## config.mk

```make
export PLATFORM = sky130hd
export DESIGN_NAME = mmu_tile_sequencer_flat
export DESIGN_NICKNAME = d
export VERILOG_FILES = /design/src/rtl/mmu_tile_sequencer_pkg.sv /design/src/rtl/mmu_tile_sequencer_if.sv /design/src/rtl/mmu_tile_sequencer_stagger_window.sv /design/src/rtl/mmu_tile_sequencer.sv /design/src/flat_wrapper.sv
export SDC_FILE = /design/constraint.sdc
export NUM_CORES = 1
export LEC_CHECK = 0
export ABC_AREA = 1
export CORE_MARGIN = 5
export CORE_UTILIZATION = 55
export DETAILED_ROUTE_END_ITERATION = 7
export GPL_TIMING_DRIVEN = 0
export PLACE_DENSITY = 0.83
export SYNTH_ARGS = -nofsm -noshare
export SYNTH_HDL_FRONTEND = slang
export SYNTH_SLANG_ARGS = --single-unit
```

## constraint.sdc

```tcl
create_clock -name clk -period 3.6 [get_ports clk]
set_input_delay 0.36 -clock clk [delete_from_list [all_inputs] [get_ports clk]]
set_output_delay 0.36 -clock clk [all_outputs]
set_load 0.005 [all_outputs]
```

## src/rtl/mmu_tile_sequencer_pkg.sv

```systemverilog
// Shared control definitions for the MMU tile sequencer and weight-FIFO controller.
package tpu_ctrl_pkg;

    localparam int unsigned DEFAULT_WIDTH = 16;

    typedef enum logic [2:0] {
        IDLE      = 3'd0,
        LOAD_REQ  = 3'd1,
        LOAD_WAIT = 3'd2,
        FEED      = 3'd3,
        DRAIN     = 3'd4,
        DONE      = 3'd5
    } seq_state_e;

    // Phase counter must hold 0..2*width-2 without wrapping.
    function automatic int unsigned calc_cnt_w(input int unsigned width);
        return $clog2(2 * width);
    endfunction

    // Row count spans 0..width inclusive.
    function automatic int unsigned calc_nr_w(input int unsigned width);
        return $clog2(width) + 1;
    endfunction

endpackage

```

## src/rtl/mmu_tile_sequencer_if.sv

```systemverilog
// Host / weight-FIFO / input-FIFO signal bundle of the tile sequencer.
interface mmu_tile_sequencer_if
    import tpu_ctrl_pkg::*;
#(
    parameter int unsigned WIDTH = DEFAULT_WIDTH
);
    localparam int unsigned NR_W = calc_nr_w(WIDTH);

    logic              start;
    logic              abort;
    logic [NR_W-1:0]   num_rows;
    logic              weight_stagger;
    logic              wfifo_active;
    logic              wfifo_stagger;
    logic              wfifo_done;
    logic [WIDTH-1:0]  data_en;
    logic              busy;
    logic              done;

    modport master (
        output start, abort, num_rows, weight_stagger, wfifo_done,
        input  wfifo_active, wfifo_stagger, data_en, busy, done
    );

    modport slave (
        input  start, abort, num_rows, weight_stagger, wfifo_done,
        output wfifo_active, wfifo_stagger, data_en, busy, done
    );

endinterface

```

## src/rtl/mmu_tile_sequencer_stagger_window.sv

```systemverilog
// Diagonal wavefront decoder: lane i is enabled while i <= t < i + num_rows.
module stagger_window
    import tpu_ctrl_pkg::*;
#(
    parameter int unsigned WIDTH = DEFAULT_WIDTH,
    parameter int unsigned CNT_W = calc_cnt_w(WIDTH),
    parameter int unsigned NR_W  = calc_nr_w(WIDTH)
) (
    input  logic [CNT_W-1:0] i_t,
    input  logic [NR_W-1:0]  i_num_rows,
    output logic [WIDTH-1:0] o_mask_c
);

    always_comb begin
        o_mask_c = '0;
        for (int unsigned i = 0; i < WIDTH; i++) begin
            o_mask_c[i] = (i_t >= CNT_W'(i)) &&
                          (i_t < (CNT_W'(i) + CNT_W'(i_num_rows)));
        end
    end

endmodule

```

## src/rtl/mmu_tile_sequencer.sv

```systemverilog
// Tile sequencer: weight-load handshake, diagonal input feed, pipeline drain, done pulse.
module mmu_tile_sequencer
    import tpu_ctrl_pkg::*;
#(
    parameter int unsigned WIDTH = DEFAULT_WIDTH
) (
    input  logic                 clk,
    input  logic                 reset,
    mmu_tile_sequencer_if.slave  bus
);

    localparam int unsigned      CNT_W      = calc_cnt_w(WIDTH);
    localparam int unsigned      NR_W       = calc_nr_w(WIDTH);
    localparam logic [NR_W-1:0]  ROWS_MAX   = NR_W'(WIDTH);
    localparam logic [CNT_W-1:0] DRAIN_LAST = CNT_W'(WIDTH - 1);
    localparam logic [CNT_W-1:0] FEED_TAIL  = CNT_W'(WIDTH - 2);

    seq_state_e       r_state;
    seq_state_e       w_state_nxt;
    logic [CNT_W-1:0] r_cnt;
    logic [CNT_W-1:0] w_cnt_nxt;
    logic [NR_W-1:0]  r_rows;
    logic [NR_W-1:0]  w_rows_nxt;
    logic             r_stagger;
    logic             w_stagger_nxt;
    logic [CNT_W-1:0] w_feed_last;
    logic [WIDTH-1:0] w_mask;

    logic             r_wfifo_active;
    logic             r_busy;
    logic             r_done;
    logic [WIDTH-1:0] r_data_en;

    assign w_feed_last = CNT_W'(r_rows) + FEED_TAIL;

    // Next-state, counter and config-latch logic.
    always_comb begin
        w_state_nxt   = r_state;
        w_cnt_nxt     = r_cnt;
        w_rows_nxt    = r_rows;
        w_stagger_nxt = r_stagger;

        if ((r_state != IDLE) && bus.abort) begin
            w_state_nxt   = IDLE;
            w_cnt_nxt     = '0;
            w_rows_nxt    = '0;
            w_stagger_nxt = 1'b0;
        end else begin
            case (r_state)
                IDLE: begin
                    if (bus.start && !bus.abort) begin
                        w_state_nxt   = LOAD_REQ;
                        w_cnt_nxt     = '0;
                        w_rows_nxt    = (bus.num_rows > ROWS_MAX) ? ROWS_MAX : bus.num_rows;
                        w_stagger_nxt = bus.weight_stagger;
                    end
                end
                LOAD_REQ: begin
                    w_state_nxt = LOAD_WAIT;
                end
                LOAD_WAIT: begin
                    if (bus.wfifo_done) begin
                        w_cnt_nxt   = '0;
                        w_state_nxt = (r_rows != '0) ? FEED : DRAIN;
                    end
                end
                FEED: begin
                    if (r_cnt == w_feed_last) begin
                        w_state_nxt = DRAIN;
                        w_cnt_nxt   = '0;
                    end else begin
                        w_cnt_nxt = r_cnt + CNT_W'(1);
                    end
                end
                DRAIN: begin
                    if (r_cnt == DRAIN_LAST) begin
                        w_state_nxt = DONE;
                        w_cnt_nxt   = '0;
                    end else begin
                        w_cnt_nxt = r_cnt + CNT_W'(1);
                    end
                end
                DONE: begin
                    w_state_nxt   = IDLE;
                    w_rows_nxt    = '0;
                    w_stagger_nxt = 1'b0;
                end
                default: begin
                    w_state_nxt   = IDLE;
                    w_cnt_nxt     = '0;
                    w_rows_nxt    = '0;
                    w_stagger_nxt = 1'b0;
                end
            endcase
        end
    end

    // Mask is decoded from next-cycle counter so data_en can be registered.
    stagger_window #(
        .WIDTH (WIDTH),
        .CNT_W (CNT_W),
        .NR_W  (NR_W)
    ) u_window (
        .i_t        (w_cnt_nxt),
        .i_num_rows (w_rows_nxt),
        .o_mask_c   (w_mask)
    );

    always_ff @(posedge clk) begin
        if (reset) begin
            r_state   <= IDLE;
            r_cnt     <= '0;
            r_rows    <= '0;
            r_stagger <= 1'b0;
        end else begin
            r_state   <= w_state_nxt;
            r_cnt     <= w_cnt_nxt;
            r_rows    <= w_rows_nxt;
            r_stagger <= w_stagger_nxt;
        end
    end

    // Output registers track the state being entered.
    always_ff @(posedge clk) begin
        if (reset) begin
            r_wfifo_active <= 1'b0;
            r_busy         <= 1'b0;
            r_done         <= 1'b0;
            r_data_en      <= '0;
        end else begin
            r_wfifo_active <= (w_state_nxt == LOAD_REQ);
            r_busy         <= (w_state_nxt != IDLE);
            r_done         <= (w_state_nxt == DONE);
            r_data_en      <= (w_state_nxt == FEED) ? w_mask : '0;
        end
    end

    assign bus.wfifo_active  = r_wfifo_active;
    assign bus.wfifo_stagger = r_stagger;
    assign bus.data_en       = r_data_en;
    assign bus.busy          = r_busy;
    assign bus.done          = r_done;

endmodule

```

## src/flat_wrapper.sv

```systemverilog
// flat-port wrapper written by rule: the top's interface ports become plain ports
module mmu_tile_sequencer_flat import tpu_ctrl_pkg::*;
#(
    parameter int unsigned WIDTH = DEFAULT_WIDTH
)
  (clk, reset, bus_start, bus_abort, bus_num_rows, bus_weight_stagger, bus_wfifo_done, bus_wfifo_active, bus_wfifo_stagger, bus_data_en, bus_busy, bus_done);
  mmu_tile_sequencer_if #(.WIDTH(WIDTH)) bus_i ();
  input  logic clk;
  input  logic reset;
  input wire logic [$bits(bus_i.start)-1:0] bus_start;
  input wire logic [$bits(bus_i.abort)-1:0] bus_abort;
  input wire logic [$bits(bus_i.num_rows)-1:0] bus_num_rows;
  input wire logic [$bits(bus_i.weight_stagger)-1:0] bus_weight_stagger;
  input wire logic [$bits(bus_i.wfifo_done)-1:0] bus_wfifo_done;
  output wire logic [$bits(bus_i.wfifo_active)-1:0] bus_wfifo_active;
  output wire logic [$bits(bus_i.wfifo_stagger)-1:0] bus_wfifo_stagger;
  output wire logic [$bits(bus_i.data_en)-1:0] bus_data_en;
  output wire logic [$bits(bus_i.busy)-1:0] bus_busy;
  output wire logic [$bits(bus_i.done)-1:0] bus_done;
  assign bus_i.start = bus_start;
  assign bus_i.abort = bus_abort;
  assign bus_i.num_rows = bus_num_rows;
  assign bus_i.weight_stagger = bus_weight_stagger;
  assign bus_i.wfifo_done = bus_wfifo_done;
  assign bus_wfifo_active = bus_i.wfifo_active;
  assign bus_wfifo_stagger = bus_i.wfifo_stagger;
  assign bus_data_en = bus_i.data_en;
  assign bus_busy = bus_i.busy;
  assign bus_done = bus_i.done;
  mmu_tile_sequencer #(.WIDTH(WIDTH)) u_core (.clk(clk), .reset(reset), .bus(bus_i));
endmodule
```

==> qor.yml, run 1 <==
wl_per_cell_um: 14.4
initial_core_util_pct: 56.1
synthArstFlopShare_pct: 0
endpoint_kind: "register"
ys_seq_area_share_pct: 20.1
dp_hpwl_um: 6660
status: "finished, final reports clean"
fmax_ghz: 0.303
rows: 28
die_h_um: 87.2
critPathLaunchType: "register"
die_w_um: 87.2
num_vias: 3253
ir_drop_uv: 169
critPathSlowestCell: "ha_1"
final_cells: 602
vias_per_cell: 5.40
setup_viol: 0
fin_setup_tns_ns: 0
synth_cell_types: 44
max_slew.worst_pin.slew_ns: 0.455
slew_violations: 0
ioPinCount: 31
grt_overflow: 0
cts_tree: "built"
htreeDepth: 2
finalClockSkew_ns: 0.00756
grt_first_pass_wirelength_um: 14500
cts_root_buffer: "clkbuf_8"
synth_enable_flop_cells: 0
cap_violations: 0
crit_buf_inv: 4
antennaDiodeCount: 0
synth.top_cell.area_share_pct: 20.1
synth.most_common_cell: "nand2_1"
antenna_found_initial: 0
crit_family: "simple AND/OR/NAND/NOR gates"
ys_top_cells_by_count: "116 x nand2_1, 65 x inv_1, 55 x nor2_1"
fin_nets: 588
syn_inst: 488
postRouteAntennaNets: 0
routed_wl_um: 8670
syn-cell-area_mm2: 0.00328
synthTopCellsByArea: "dfxtp_1 20%, ha_1 19%, nand2_1 13%"
arrival_ns: 3.52
syn_avg_cell_area_um2: 6.72
hold_path.class: "register to register"
dpl_cell_area_mm2: 0.00367
clockBufferDepth: 2
relSlewSlack_pct: 69.7
cts_buffers: 5
clk_pin_slew_worst_paths_ns: 0.07
synth-seq-cells: 33
period_minus_slack_ns: 3.30
path_cells: "inv_2, ha_1, nand2_1, inv_1, nor2_1, nand3_1, nor2_1, nand3_1, nand2_2, nand2_1, o21ai_1, nand2_1, nand2_4, clkinvlp_4, ha_1, inv_1, a21oi_1, nor2_1, a211oi_1, o21ai_1, nor3_1"
crit_type: "register to register"
cp.required_ns: 3.81
p_per_area_mw_per_mm2: 276
path_max_fanout: 9
whs_path_depth: 2
clock_sinks: 33
utilization_pct: 65.5
first_global_vias: 3238
area_delta_synth_final_pct: 16.9
core_mm2: 0.00585
path_depth: 21
ys_warn_count: 0
p_leak_uw: 0.00195
routabilityCongestion: 0.935
power_uw: 1060
dieArea_mm2: 0.00761
grt_start_max_net_pins: 18
grt_use_total_pct: 24.3
io_buffers: 30
drtIter0Drc: 158
insertion_delay_ns: 0.30
final_area_mm2: 0.00383
dpl.cell_count: 593
first_pass_iters: 4
drive_above_1_share_pct: 10.8
r2r_cells: 21
fin_crit_sh_pct: 91.7
yosysTopAreaCell: "dfxtp_1"
slowest_delay_ns: 0.37
hold_viol: 0
drc_errors: 0
synthFlopType: "dfxtp_1"
synthesis.nets: 550
-- layer usage --
layer  global-route usage [%]  wire length, µm  up-vias
met5                        0                0        -
met2                     43.1             4290      106
met4                     13.5              323        0
li1                         -                -     1633
met3                     4.35              452       32
met1                     27.3             3600     1482
-- placed cells by master, fill, tap and decap left out, drive strengths merged --
| master | count |
|---|---|
| o211ai | 4 |
| xor2 | 19 |
| o31ai | 1 |
| nand2 | 128 |
| o21bai | 1 |
| a21oi | 24 |
| a31oi | 1 |
| dfxtp | 33 |
| xnor2 | 2 |
| a31o | 1 |
| nor2 | 60 |
| a21boi | 1 |
| nand3 | 32 |
| inv | 74 |
| o21a | 1 |
| or3 | 1 |
| bufinv | 1 |
| o22ai | 1 |
| a211oi | 7 |
| nand4 | 1 |
| clkinvlp | 3 |
| ha | 51 |
| or2 | 2 |
| buf | 6 |
| clkinv | 2 |
| nor3 | 9 |
| clkbuf | 8 |
| o21ai | 21 |
| clkdlybuf4s50 | 30 |
| nor3b | 1 |
| nand3b | 1 |
-- stage by stage --
stage,hold slack (ns),setup slack [ns]
after floorplan,0.432,0.895
after global placement,0.486,0.0398
after detailed placement,0.499,-0.0326
after CTS,0.512,0.275
after global routing,0.541,-0.00470
final,0.515,0.298
-- where the power goes --
group / internal (µW) / leakage, µW / total [µW] / switching (µW)
sequential: 373 / 0.000267 / 378 / 5.39
combinational: 115 / 0.00162 / 311 / 196
clock: 226 / 0.0000585 / 369 / 143
-- cell type report --
class	instances	area [µm²]
fill	523	2020
timing repair buffer	31	320
multi-input combinational	370	2280
clock inverter	1	30.0
inverter	79	313
clock buffer	7	86.3
buffer	6	50.0
sequential	33	661
tap	75	93.8
-- tightest hold or removal path: stages, from the launching register on --
cell	delay, ns
dfxtp_1	0.32
nand3_1	0.08
a211oi_1	0.06
-- logic make-up (layout without fill, tap and decap cells) --
family	count (synthesis)	count (layout)	share of synthesized area [%]
xor gates and xnor gates	21	21	5.61
and+or+nand+nor	235	235	32.2
buffers and inverters	85	124	10.7
adders and majority gates	51	51	19.5
DFF	33	33	20.1
AOI/OAI and AO/OA	63	63	11.9
-- sequential cells by signal (all words and copies together) (netlist names) --
signal,cells
u_core.bus.data_en,16
u_core.r_cnt,5
u_core.r_rows,5
u_core.r_state,3
u_core.bus.busy,1
u_core.bus.done,1
u_core.bus.wfifo_active,1
u_core.bus.wfifo_stagger,1
-- path summary, 6_finish.rpt --
check	to	slack, ns	start
worst min-delay path	u_core.bus.wfifo_stagger	0.51	u_core.bus.wfifo_stagger
worst max register to register	u_core.bus.data_en[12]	0.30	u_core.r_rows[1]
worst max-delay path	u_core.bus.data_en[12]	0.30	u_core.r_rows[1]
worst min register to register	u_core.bus.wfifo_stagger	0.51	u_core.bus.wfifo_stagger
-- timing repair --
item	in CTS	in global routing
setup buffers	0	1
setup endpoints to repair	0	5
gates resized for setup	0	6
hold buffers	0	0
Power figures use the tool's default switching activity.
==> run 2: changes to the inputs <==
Settings changed: CORE_ASPECT_RATIO set to 0.8, CORE_MARGIN 5 to unset.
==> qor.yml, run 2 (synthesis results as in run 1) <==
status: "finished, final reports clean"
cap_violations: 0  # unchanged
ioPinCount: 31  # unchanged
grt_first_pass_wirelength_um: 14100  # -3.0%
comb_power_share_pct: 32.1  # +2.7 points
drtIter0Drc: 270  # +71%
die_h_um: 71.1  # -19%
vias_per_cell: 5.46  # +1.1%
postRouteAntennaNets: 0  # unchanged
grt_use_total_pct: 29.4  # +5.1 points
grt_overflow: 0  # unchanged
r2r_setup_slack_ns: 0.23  # -0.07 ns
dp_hpwl_um: 6830  # +2.5%
clock_sinks: 33  # unchanged
p_switching_uw: 358  # +4.0%
hold_path.class: "register to register"
cts_buffers: 5  # unchanged
fin_crit_sh_pct: 93.6  # +1.8 points
rows: 24  # -14%
htreeDepth: 2  # unchanged
setup_viol: 0  # unchanged
wl_per_cell_um: 14.4  # about the same
finalHoldWorstSlack_ns: 0.507  # -0.00792 ns
max_slew.worst_pin.slew_ns: 0.490  # +0.0353 ns
p_leak_uw: 0.00196  # +0.67%
cts_tree: "built"
insertion_delay_ns: 0.29  # about the same
path_max_fanout: 9  # unchanged
dpl.cell_count: 596  # +0.51%
num_vias: 3316  # +1.9%
hold_viol: 0  # unchanged
routabilityCongestion: 0.934  # about the same
fmax_ghz: 0.297  # -2.0%
dieArea_mm2: 0.00628  # -17%
swShare_pct: 35.9  # +3.3 points
relSlewSlack_pct: 67.3  # -2.4 points
final_common_cell: "nand2_1"
ir_drop_uv: 135  # -20%
endpoint_kind: "register"
final_cell_mix: "116 x nand2_1, 63 x inv_1, 55 x nor2_1, 51 x ha_1, 32 x dfxtp_1"
drive_above_1_share_pct: 11.7  # +0.90 points
initial_core_util_pct: 58.7  # +2.7 points
io_buffers: 30  # unchanged
grt_start_max_net_pins: 18  # unchanged
routed_wl_um: 8740  # +0.77%
final_cells: 607  # +0.83%
clk_pin_slew_worst_paths_ns: 0.08  # about the same
finalClockSkew_ns: 0.00976  # +0.00220 ns
slew_violations: 0  # unchanged
largest_reg_flops: 16  # unchanged
cp.required_ns: 3.80  # about the same
first_pass_iters: 7  # +3
period_minus_slack_ns: 3.37  # +0.0664 ns
cts_root_buffer: "clkbuf_8"
crit_type: "register to register"
die_w_um: 88.3  # +1.3%
clockPowerShare_pct: 30.0  # -4.9 points
internal_power_uw: 640  # -10%
clockBufferDepth: 2  # unchanged
fin_nets: 591  # +0.51%
first_global_vias: 3008  # -7.1%
core_mm2: 0.00559  # -4.5%
area_delta_synth_final_pct: 17.2
antennaDiodeCount: 0  # unchanged
p_per_area_mw_per_mm2: 260  # -5.8%
drc_errors: 0  # unchanged
antenna_found_initial: 0  # unchanged
arrival_ns: 3.57  # +0.05 ns
critPathLaunchType: "register"
pwr-share-seq_pct: 37.9  # +2.1 points
[run 2: timing repair]
item | in CTS | in global routing
gates resized for setup | 0 | 8
endpoints found under the hold margin | 0 | 0
buffers inserted | 0 | 4
hold buffers | 0 | 0
endpoints found under the setup margin | 0 | 4
[run 2: power by group through the flow]
stage / registers [µW] / clock network [µW] / logic (µW)
after global routing: 379 / 318 / 355
after global placement: 386 / 0 / 294
final: 378 / 300 / 320
after CTS: 378 / 300 / 311
after floorplan: 386 / 0 / 227
after detailed placement: 387 / 0 / 307
[run 2: area by class of cell]
cell class,count,area [µm²]
plain buffers,6,50.0
clock buffers,6,82.6
clock inverters,1,7.51
fillers,489,1740
inverters,79,309
multi-input cells,370,2290
flip-flops and latches,33,662
well taps,78,97.6
repair buffers,34,343
[run 2: worst paths after layout]
check	from	endpoint	cells past startpoint
worst max-delay path	u_core.r_rows[1]	u_core.bus.data_en[12]	21
worst min register to register	u_core.bus.wfifo_stagger	u_core.bus.wfifo_stagger	2
worst max register to register	u_core.r_rows[1]	u_core.bus.data_en[12]	21
worst min-delay path	u_core.bus.wfifo_stagger	u_core.bus.wfifo_stagger	2
[run 2: per-stage QoR]
stage / worst slack [ns] / utilization (%) / cell area, µm² / total power (µW) / setup TNS [ns]
2_1_floorplan: 0.895 / - / 3280 / 613 / 0
3_3_place_gp: 0.0291 / 65.8 / 3680 / 680 / 0
3_5_place_dp: -0.0454 / 65.8 / 3680 / 694 / -0.0687
4_1_cts: 0.189 / 67.5 / 3770 / 989 / 0
5_1_grt: -0.0116 / 68.8 / 3840 / 1050 / -0.0116
6_report: 0.232 / 68.8 / 3840 / 998 / 0
[run 2: layer usage]
| metal | up-vias | global-route usage (%) | wire (µm) |
|---|---|---|---|
| li1 | 1641 | - | - |
| met1 | 1500 | 41.1 | 3840 |
| met2 | 156 | 44.6 | 3810 |
| met3 | 19 | 7.23 | 908 |
| met4 | 0 | 8.60 | 175 |
| met5 | - | 0 | 0 |
[run 2: worst max-delay path, cell delays in order (launching register included)]
cell        delay (ns)
dfxtp_2           0.37
inv_2             0.07
ha_1              0.35
nand2_1           0.08
inv_1             0.04
nor2_1            0.07
nand3_1           0.12
nor2_1            0.10
nand3_1           0.11
nand2_1           0.14
nand2_1           0.11
o21ai_1           0.09
nand2_1           0.14
nand2_4           0.16
clkinvlp_4        0.18
ha_1              0.35
inv_1             0.06
a21oi_1           0.17
nor2_1            0.06
a211oi_1          0.17
o21ai_1           0.13
nor3_1            0.21
==> run 3: changes to the inputs <==
Settings changed: CORE_UTILIZATION 55 to 59, PLACE_DENSITY 0.83 to 0.88.
==> qor.yml, run 3 (synthesis results as in run 1) <==
status: "finished, final reports clean"
max_slew.worst_pin.slew_ns: 0.706  # +0.215 ns
setup_slack_ns: 0.141  # -0.0907 ns
cap_violations: 0  # unchanged
first_pass_iters: 6  # -1
cp.required_ns: 3.83  # +0.03 ns
die_h_um: 68.7  # -3.4%
vias_per_cell: 5.74  # +5.0%
internal_power_uw: 642  # +0.30%
pwr-share-seq_pct: 37.8  # about the same
swShare_pct: 35.9  # about the same
endpoint_kind: "register"
cts_root_buffer: "clkbuf_8"
io_buffers: 30  # unchanged
critPathLaunchType: "input pin"
wl_per_cell_um: 15.4  # +6.9%
finalHoldWorstSlack_ns: 0.513  # +0.00623 ns
clockBufferDepth: 2  # unchanged
fmax_ghz: 0.289  # -2.6%
dp_hpwl_um: 7030  # +3.0%
num_vias: 3374  # +1.7%
fin_nets: 588  # -0.51%
grt_first_pass_wirelength_um: 14400  # +2.2%
postRouteAntennaNets: 0  # unchanged
area_delta_synth_final_pct: 15.9
fillCellCount: 385  # -21%
setup_viol: 0  # unchanged
routed_wl_um: 9050  # +3.6%
cts_tree: "built"
initial_core_util_pct: 63.3  # +4.6 points
grt_use_total_pct: 32.4  # +3.0 points
hold_viol: 0  # unchanged
path_cells: "clkdlybuf4s50_1, nand2_1, nor3_4, nand2_2, o22ai_2, nand2_2, clkinv_2, ha_1, inv_1, xor2_1, inv_1, ha_1, a21oi_1, nor2_1, a211oi_1, o211ai_1, nor2_1"
routabilityCongestion: 0.944  # +1.0%
relSlewSlack_pct: 52.9  # -14 points
insertion_delay_ns: 0.30  # about the same
final_cell_mix: "116 x nand2_1, 63 x inv_1, 55 x nor2_1, 49 x ha_1, 32 x dfxtp_1"
largest_reg_flops: 16  # unchanged
hold_path.class: "register to register"
antenna_found_initial: 0  # unchanged
p_leak_uw: 0.00194  # -0.97%
drtIter0Drc: 362  # +34%
first_global_vias: 3074  # +2.2%
cts_buffers: 5  # unchanged
dieArea_mm2: 0.00586  # -6.6%
comb_power_share_pct: 32.4  # +0.3 points
clk_pin_slew_worst_paths_ns: 0.07  # about the same
clock_sinks: 33  # unchanged
finalClockSkew_ns: 0.00816  # -0.00160 ns
die_w_um: 85.4  # -3.4%
slew_violations: 0  # unchanged
p_switching_uw: 359  # +0.34%
drive_above_1_share_pct: 11.0  # -0.69 points
crit_family: "simple AND/OR/NAND/NOR gates"
arrival_ns: 3.69  # +0.12 ns
ir_drop_uv: 200  # +49%
final_common_cell: "nand2_1"
clockPowerShare_pct: 29.7  # -0.3 points
utilization_pct: 73.4  # +4.6 points
holdBufCountCts: 0  # unchanged
fin_crit_sh_pct: 96.1  # +2.5 points
grt_start_max_net_pins: 18  # unchanged
period_minus_slack_ns: 3.46  # +0.0907 ns
crit_buf_inv: 4  # unchanged
htreeDepth: 2  # unchanged
critPathSlowestCell: "clkdlybuf4s50_1"
power_uw: 1000  # +0.31%
ioPinCount: 31  # unchanged
post-place-ws_ns: -0.0696  # -0.0242 ns
core_mm2: 0.00518  # -7.3%
antennaDiodeCount: 0  # unchanged
fin_setup_tns_ns: 0  # unchanged
grt_overflow: 0  # unchanged
rows: 23  # -4.2%
path_max_fanout: 5  # -4
slowest_delay_ns: 0.52  # +0.15 ns
drc_errors: 0  # unchanged
crit_type: "input pin to register"
p_per_area_mw_per_mm2: 263  # +1.4%
## run 3: per-stage QoR
step           instance area [µm²]  std cells
4_1_cts                       3740        587
3_5_place_dp                  3660        580
2_1_floorplan                 3280        488
3_3_place_gp                  3660        580
6_report                      3800        588
5_1_grt                       3800        588
## run 3: layout make-up
class | instances | area (µm²) | area share (%)
Timing Repair Buffer | 31 | 308 | 8.10
Inverter | 79 | 309 | 8.13
Multi-Input combinational cell | 370 | 2310 | 60.7
Tap cell | 62 | 77.6 | 2.04
Sequential cell | 33 | 662 | 17.4
Clock buffer | 7 | 86.3 | 2.27
Buffer | 6 | 50.0 | 1.32
## run 3: final timing paths
path	from	slack [ns]	end	depth (start not counted)
worst min-delay path	u_core.bus.wfifo_stagger	0.51	u_core.bus.wfifo_stagger	2
worst min register to register	u_core.bus.wfifo_stagger	0.51	u_core.bus.wfifo_stagger	2
worst max register to register	u_core.r_rows[1]	0.19	u_core.bus.data_en[1]	20
worst max-delay path	bus_start	0.14	u_core.bus.data_en[1]	17
## run 3: power by group through the flow
stage                     Combinational (µW)  Sequential [µW]  Clock (µW)
after floorplan                          227              386           0
after global placement                   292              386           0
after detailed placement                 308              387           0
after CTS                                310              378         296
after global routing                     361              379         306
final                                    325              379         298
## run 3: timing repair
action | CTS | global route
gates resized for setup | 0 | 8
setup endpoints to repair | 0 | 5
buffers inserted | 0 | 1
## run 3: worst register-to-register path: cells and delay by family (launching register included)
kind,cells,cell delay [ns]
AO/OA/AOI/OAI,4,0.69
adder cells (fa/ha/maj),2,0.77
buffers and inverters,3,0.33
flip-flops,1,0.37
AND/OR/NAND/NOR,11,1.18
## run 3: per-layer routing
metal	GRT usage [%]	part of all wire, %	vias to the layer above
met3	6.90	11	31
met1	41.7	43	1519
met2	54.8	43	190
li1	-	-	1634
met5	0	0	-
met4	10.8	2.3	0
